$ cat src/rtl/seq_chunk_adder.sv
// rtl/seq_chunk_adder.sv - multi-cycle chunked add/sub with carry, overflow and zero flags; optional saturation under SEQ_ADDER_SAT_EN
module seq_chunk_adder #(
  parameter int WIDTH = 32,
  parameter int CHUNK = 8
) (
  input  logic             clk,
  input  logic             rst_n,
  input  logic             start,
  input  logic             sub,
  input  logic [WIDTH-1:0] a,
  input  logic [WIDTH-1:0] b,
  input  logic             cin,
  output logic             busy,
  output logic             done,
  output logic [WIDTH-1:0] sum,
  output logic             cout,
  output logic             ovf,
  output logic             zero
);

  localparam int STEPS = WIDTH / CHUNK;
  localparam int KW    = (STEPS > 1) ? $clog2(STEPS) : 1;
  localparam int MSB   = WIDTH - 1;
  localparam logic [KW-1:0] K_LAST = KW'(STEPS - 1);

  typedef enum logic {IDLE, RUN} state_t;

  state_t           state_q;
  logic [WIDTH-1:0] a_q;
  logic [WIDTH-1:0] b_q;        // already inverted for subtract
  logic [WIDTH-1:0] sum_q;
  logic             carry_q;
  logic [KW-1:0]    k_q;
  logic             busy_q;
  logic             done_q;
  logic             cout_q;
  logic             ovf_q;
  logic             zero_q;

  logic [CHUNK-1:0] a_chunk;
  logic [CHUNK-1:0] b_chunk;
  logic [CHUNK:0]   chunk_sum;
  logic [WIDTH-1:0] sum_d;
  logic [WIDTH-1:0] sum_fin;
  logic             ovf_d;

  // Select the active chunk, add it with the held carry and merge it into the result word
  always_comb begin
    a_chunk = '0;
    b_chunk = '0;
    sum_d   = sum_q;
    for (int i = 0; i < STEPS; i++) begin
      if (k_q == KW'(i)) begin
        a_chunk = a_q[i*CHUNK +: CHUNK];
        b_chunk = b_q[i*CHUNK +: CHUNK];
      end
    end
    chunk_sum = {1'b0, a_chunk} + {1'b0, b_chunk} + {{CHUNK{1'b0}}, carry_q};
    for (int i = 0; i < STEPS; i++) begin
      if (k_q == KW'(i)) begin
        sum_d[i*CHUNK +: CHUNK] = chunk_sum[CHUNK-1:0];
      end
    end
    // Only meaningful on the last chunk, when sum_d holds the complete word
    ovf_d = (a_q[MSB] == b_q[MSB]) && (sum_d[MSB] != a_q[MSB]);
`ifdef SEQ_ADDER_SAT_EN
    // Clamp to the largest positive or most negative value in the operand's direction
    if (ovf_d) begin
      sum_fin = a_q[MSB] ? ~({WIDTH{1'b1}} >> 1) : ({WIDTH{1'b1}} >> 1);
    end else begin
      sum_fin = sum_d;
    end
`else
    sum_fin = sum_d;
`endif
  end

  // Control FSM: capture operands on accepted start, walk the chunks, publish flags on the last one
  always_ff @(posedge clk) begin
    if (!rst_n) begin
      state_q <= IDLE;
      a_q     <= '0;
      b_q     <= '0;
      sum_q   <= '0;
      carry_q <= 1'b0;
      k_q     <= '0;
      busy_q  <= 1'b0;
      done_q  <= 1'b0;
      cout_q  <= 1'b0;
      ovf_q   <= 1'b0;
      zero_q  <= 1'b0;
    end else begin
      done_q <= 1'b0;
      case (state_q)
        IDLE: begin
          if (start) begin
            a_q     <= a;
            b_q     <= b ^ {WIDTH{sub}};
            carry_q <= sub | cin;
            k_q     <= '0;
            busy_q  <= 1'b1;
            cout_q  <= 1'b0;
            ovf_q   <= 1'b0;
            zero_q  <= 1'b0;
            state_q <= RUN;
          end
        end
        RUN: begin
          sum_q   <= sum_d;
          carry_q <= chunk_sum[CHUNK];
          k_q     <= k_q + 1'b1;
          if (k_q == K_LAST) begin
            sum_q   <= sum_fin;
            cout_q  <= chunk_sum[CHUNK];
            ovf_q   <= ovf_d;
            zero_q  <= (sum_fin == '0);
            busy_q  <= 1'b0;
            done_q  <= 1'b1;
            state_q <= IDLE;
          end
        end
        default: state_q <= IDLE;
      endcase
    end
  end

  assign busy = busy_q;
  assign done = done_q;
  assign sum  = sum_q;
  assign cout = cout_q;
  assign ovf  = ovf_q;
  assign zero = zero_q;

endmodule

$ cat config.mk
export PLATFORM = sky130hd
export DESIGN_NAME = seq_chunk_adder
export DESIGN_NICKNAME = d
export VERILOG_FILES = /design/src/rtl/seq_chunk_adder.sv
export SDC_FILE = /design/constraint.sdc
export NUM_CORES = 1
export LEC_CHECK = 0
export CORE_ASPECT_RATIO = 0.75
export CORE_UTILIZATION = 52
export CTS_CLUSTER_DIAMETER = 120
export DETAILED_ROUTE_END_ITERATION = 10
export GPL_ROUTABILITY_DRIVEN = 1
export PLACE_DENSITY = 0.86
export SYNTH_ARGS = -nofsm -noshare
export SYNTH_HDL_FRONTEND = slang
export SYNTH_SLANG_ARGS = --single-unit
$ cat constraint.sdc
create_clock -name clk -period 4.39 [get_ports clk]
set_input_delay 0.878 -clock clk [delete_from_list [all_inputs] [get_ports clk]]
set_output_delay 0.878 -clock clk [all_outputs]
set_load 0.005 [all_outputs]
==> results of run 1 <==
report_power, final:
part	switching, mW	internal, mW	total [mW]
clock	0.374	0.506	0.880
sequential	0.0450	1.01	1.06
combinational	0.272	0.231	0.503
stage by stage:
stage	setup slack (ns)	utilization (%)
after global routing	0.379	68.9
after detailed placement	0.734	65.6
final	0.640	68.9
after CTS	0.677	68.9
after floorplan	0.865	-
after global placement	0.799	65.6
state kept, by name, indices dropped and copies added, names as in the netlist:
signal   count
b_q         32
sum         32
ovf          1
cout         1
state_q      1
carry_q      1
done         1
zero         1
k_q          2
a_q         32
busy         1
final cells by class:
cell class	count	area (sq um)
Clock buffer	9	225
Clock inverter	7	101
Timing Repair Buffer	113	1110
Tap cell	132	165
Sequential cell	105	2100
Inverter	13	48.8
Fill cell	801	3070
Multi-Input combinational cell	507	3060
worst max path at each step:
stage,to,cells after the start,slack (ns)
floorplan,zero$_SDFFE_PN0P_,17,0.86
global placement,zero$_SDFFE_PN0P_,16,0.80
detailed placement,zero$_SDFFE_PN0P_,16,0.73
CTS,zero$_SDFFE_PN0P_,16,0.68
global route,zero$_SDFFE_PN0P_,16,0.38
finish,zero$_SDFFE_PN0P_,15,0.64
per-layer routing:
layer | vias up | share of wire [%] | track usage (%)
met2 | 206 | 43 | 42.8
met3 | 12 | 7.8 | 6.82
met5 | - | 0 | 0
met4 | 0 | 0.96 | 5.94
li1 | 2449 | - | -
met1 | 2341 | 48 | 40.3
kinds of logic (layout without fill, tap and decap cells):
group,Yosys count,count (layout),synth area share [%]
and+or+nand+nor,265,265,20.9
AOI/OAI and AO/OA,192,192,25.9
DFF,105,105,38.7
buffers and inverters,68,142,5.13
xor gates and xnor gates,35,35,5.78
adders and majority gates,13,13,3.27
muxes,2,2,0.368
cell usage after synthesis, types with 2 or more instances:
| cell | n | area (sq um) |
|---|---|---|
| a211oi_1 | 3 | 22.5 |
| a21boi_0 | 39 | 293 |
| a21o_1 | 4 | 30.0 |
| a21oi_1 | 42 | 210 |
| a31o_1 | 2 | 17.5 |
| and2_1 | 16 | 100 |
| and3_1 | 2 | 12.5 |
| buf_1 | 4 | 15.0 |
| buf_2 | 16 | 80.1 |
| clkbuf_1 | 34 | 128 |
| dfxtp_1 | 105 | 2100 |
| fa_1 | 2 | 40.0 |
| ha_1 | 11 | 138 |
| inv_1 | 13 | 48.8 |
| mux2i_1 | 2 | 20.0 |
| nand2_1 | 172 | 646 |
| nand2b_1 | 5 | 31.3 |
| nand3b_1 | 2 | 15.0 |
| nand4_1 | 2 | 12.5 |
| nor2_1 | 42 | 158 |
| nor2b_1 | 3 | 18.8 |
| nor3_1 | 8 | 40.0 |
| nor4_1 | 5 | 31.3 |
| o211a_1 | 49 | 490 |
| o21a_1 | 4 | 30.0 |
| o21ai_0 | 30 | 150 |
| o221ai_1 | 3 | 26.3 |
| o31ai_1 | 2 | 15.0 |
| o32ai_1 | 3 | 26.3 |
| xnor2_1 | 34 | 298 |
critical path: cells and delay by family (launching register included):
family          cells  cell delay, ns
compound gates      7            1.40
fa+ha+maj           3            1.29
buf+inv             1            0.11
flops               1            0.33
mux                 1            0.13
simple gates        3            0.37
==> out/metrics.yaml, run 1 <==
timing:
  fmax_mhz: 267
  final-hold-violation-count: 0
  fin_hold_ws_ns: 0.472
  rsz0062_at_grt: "no"
  drv_slew: 0
  worstMarginPinSlew_ns: 0.932
  fin_skew_ns: 0.00704
  period_share_pct: 85.4
  slew_headroom_pct: 37.9
  setup_viol_count_final: 0
  finalSetupTns_ns: 0
  min_period_ns: 3.75
min_path:
  hold_class: "reg -> reg"
  hold_path_end: "a_q[28]$_SDFFE_PN0P_"
  min-delay-start: "a_q[28]$_SDFFE_PN0P_"
  hold_depth: 2
clock_tree:
  cts_hold_buffers: 0
  clkLatencyLatePin_ns: 0.35
  clockBufferDepth: 2
  cts_root_buf: "clkbuf_16"
  clkSlewWorstSetupHoldPaths_ns: 0.07
  cts.sinks: 105
  cts_setup_buffers: 0
  cts_tree: "yes"
  htree_levels: 3
  cts_resized: 0
  numCtsBuffers: 9
power:
  p_leak_nw: 2.99
  max-vdd-ir-drop_mv: 0.228
  p_per_area_mw_per_mm2: 358
  finalPower_mw: 2.44
layout:
  final_cells: 886
  finalNetCount: 831
  drive_gt1_share_pct: 4.91
  final_common_cell: "nand2_1"
  layout_common_cells: "nand2_1 (172), dfxtp_1 (105), clkdlybuf4s50_1 (103), o211a_1 (49)"
  area_growth_pct: 25.4
  antenna_cells: 0
  fin_area_sq_mm: 0.00682
placement:
  io_buffers: 105
  gp_congestion: 0.907
  postPlaceCellArea_sq_mm: 0.00649
  dp_hpwl_mm: 10.7
  dp_cells: 870
floorplan:
  core_sq_mm: 0.00989
  fp.dieH_um: 90.5
  std_cell_rows: 31
  ios: 106
  initial_core_util_pct: 55.0
  die_w_um: 120
  die_area_sq_mm: 0.0109
setup_path:
  worst_setup_path_start_kind: "flip-flop"
  startpoint: "k_q[0]$_SDFFE_PN0P_"
  rr_worst_depth: 15
  cp-end-kind: "flip-flop"
  cpPeakStageDelay_ns: 0.56
  rr_startpoint: "k_q[0]$_SDFFE_PN0P_"
  worst_path_max_delay_cell: "a21oi_1"
  critPathRequiredTime_ns: 4.64
  path_cells: "inv_1, ha_1, nand2_1, nor2_1, a21oi_1, o21ai_0, mux2i_1, fa_1, fa_1, nor2b_4, o21ai_0, a21oi_1, o32ai_1, a21bo_2, o21ai_2"
  r2r_slack_ns: 0.64
  r2r_end: "zero$_SDFFE_PN0P_"
  arrival_ns: 4.00
  path_class: "reg -> reg"
  path_max_fanout: 10
status:
  status: "completed"
yosys:
  syn_area_per_cell_sq_um: 7.99
  synth_ff_type: "dfxtp_1"
  ys_warn_count: 0
  synthArstFlopShare_pct: 0
  ys_ff_latch: 105
  synth_enable_flop_cells: 0
  yosys.cell_types.count: 51
  netlist_area_sq_mm: 0.00544
  syn_inst: 680
  synth_seq_area_share_pct: 38.7
  syn-num-nets: 762
detailed_routing:
  post_drt_wl_per_cell_um: 16.5
  num_vias: 5008
  drt-vias-per-instance: 5.65
  drtIter0Drc: 460
  ant_nets: 0
  routed_wl_mm: 14.6
  drc_errors: 0
  drtPass1Iterations: 6
global_routing:
  first_global_vias: 4780
  overflow: 0
  antenna_found_initial: 0
  grt_start_max_net_pins: 75
  grt_pass1_wl_mm: 24.1
  grtUsageTotal_pct: 28.2
run:
  cap_viol_max_count: 0
Power figures use the tool's default switching activity.
==> run 2: changes to the inputs <==
--- a/config.mk
+++ b/config.mk
@@ -7,2 +7,3 @@
 export LEC_CHECK = 0
+export CAP_MARGIN = 20
 export CORE_ASPECT_RATIO = 0.75
--- a/constraint.sdc
+++ b/constraint.sdc
@@ -3,2 +3,2 @@
 set_output_delay 0.878 -clock clk [all_outputs]
-set_load 0.005 [all_outputs]
+set_load 0.02 [all_outputs]
==> results of run 2 <==
The final DEF is identical to that of run 1. Status: completed.
Among the figures that moved: total power 2.44 mW -> 2.45 mW
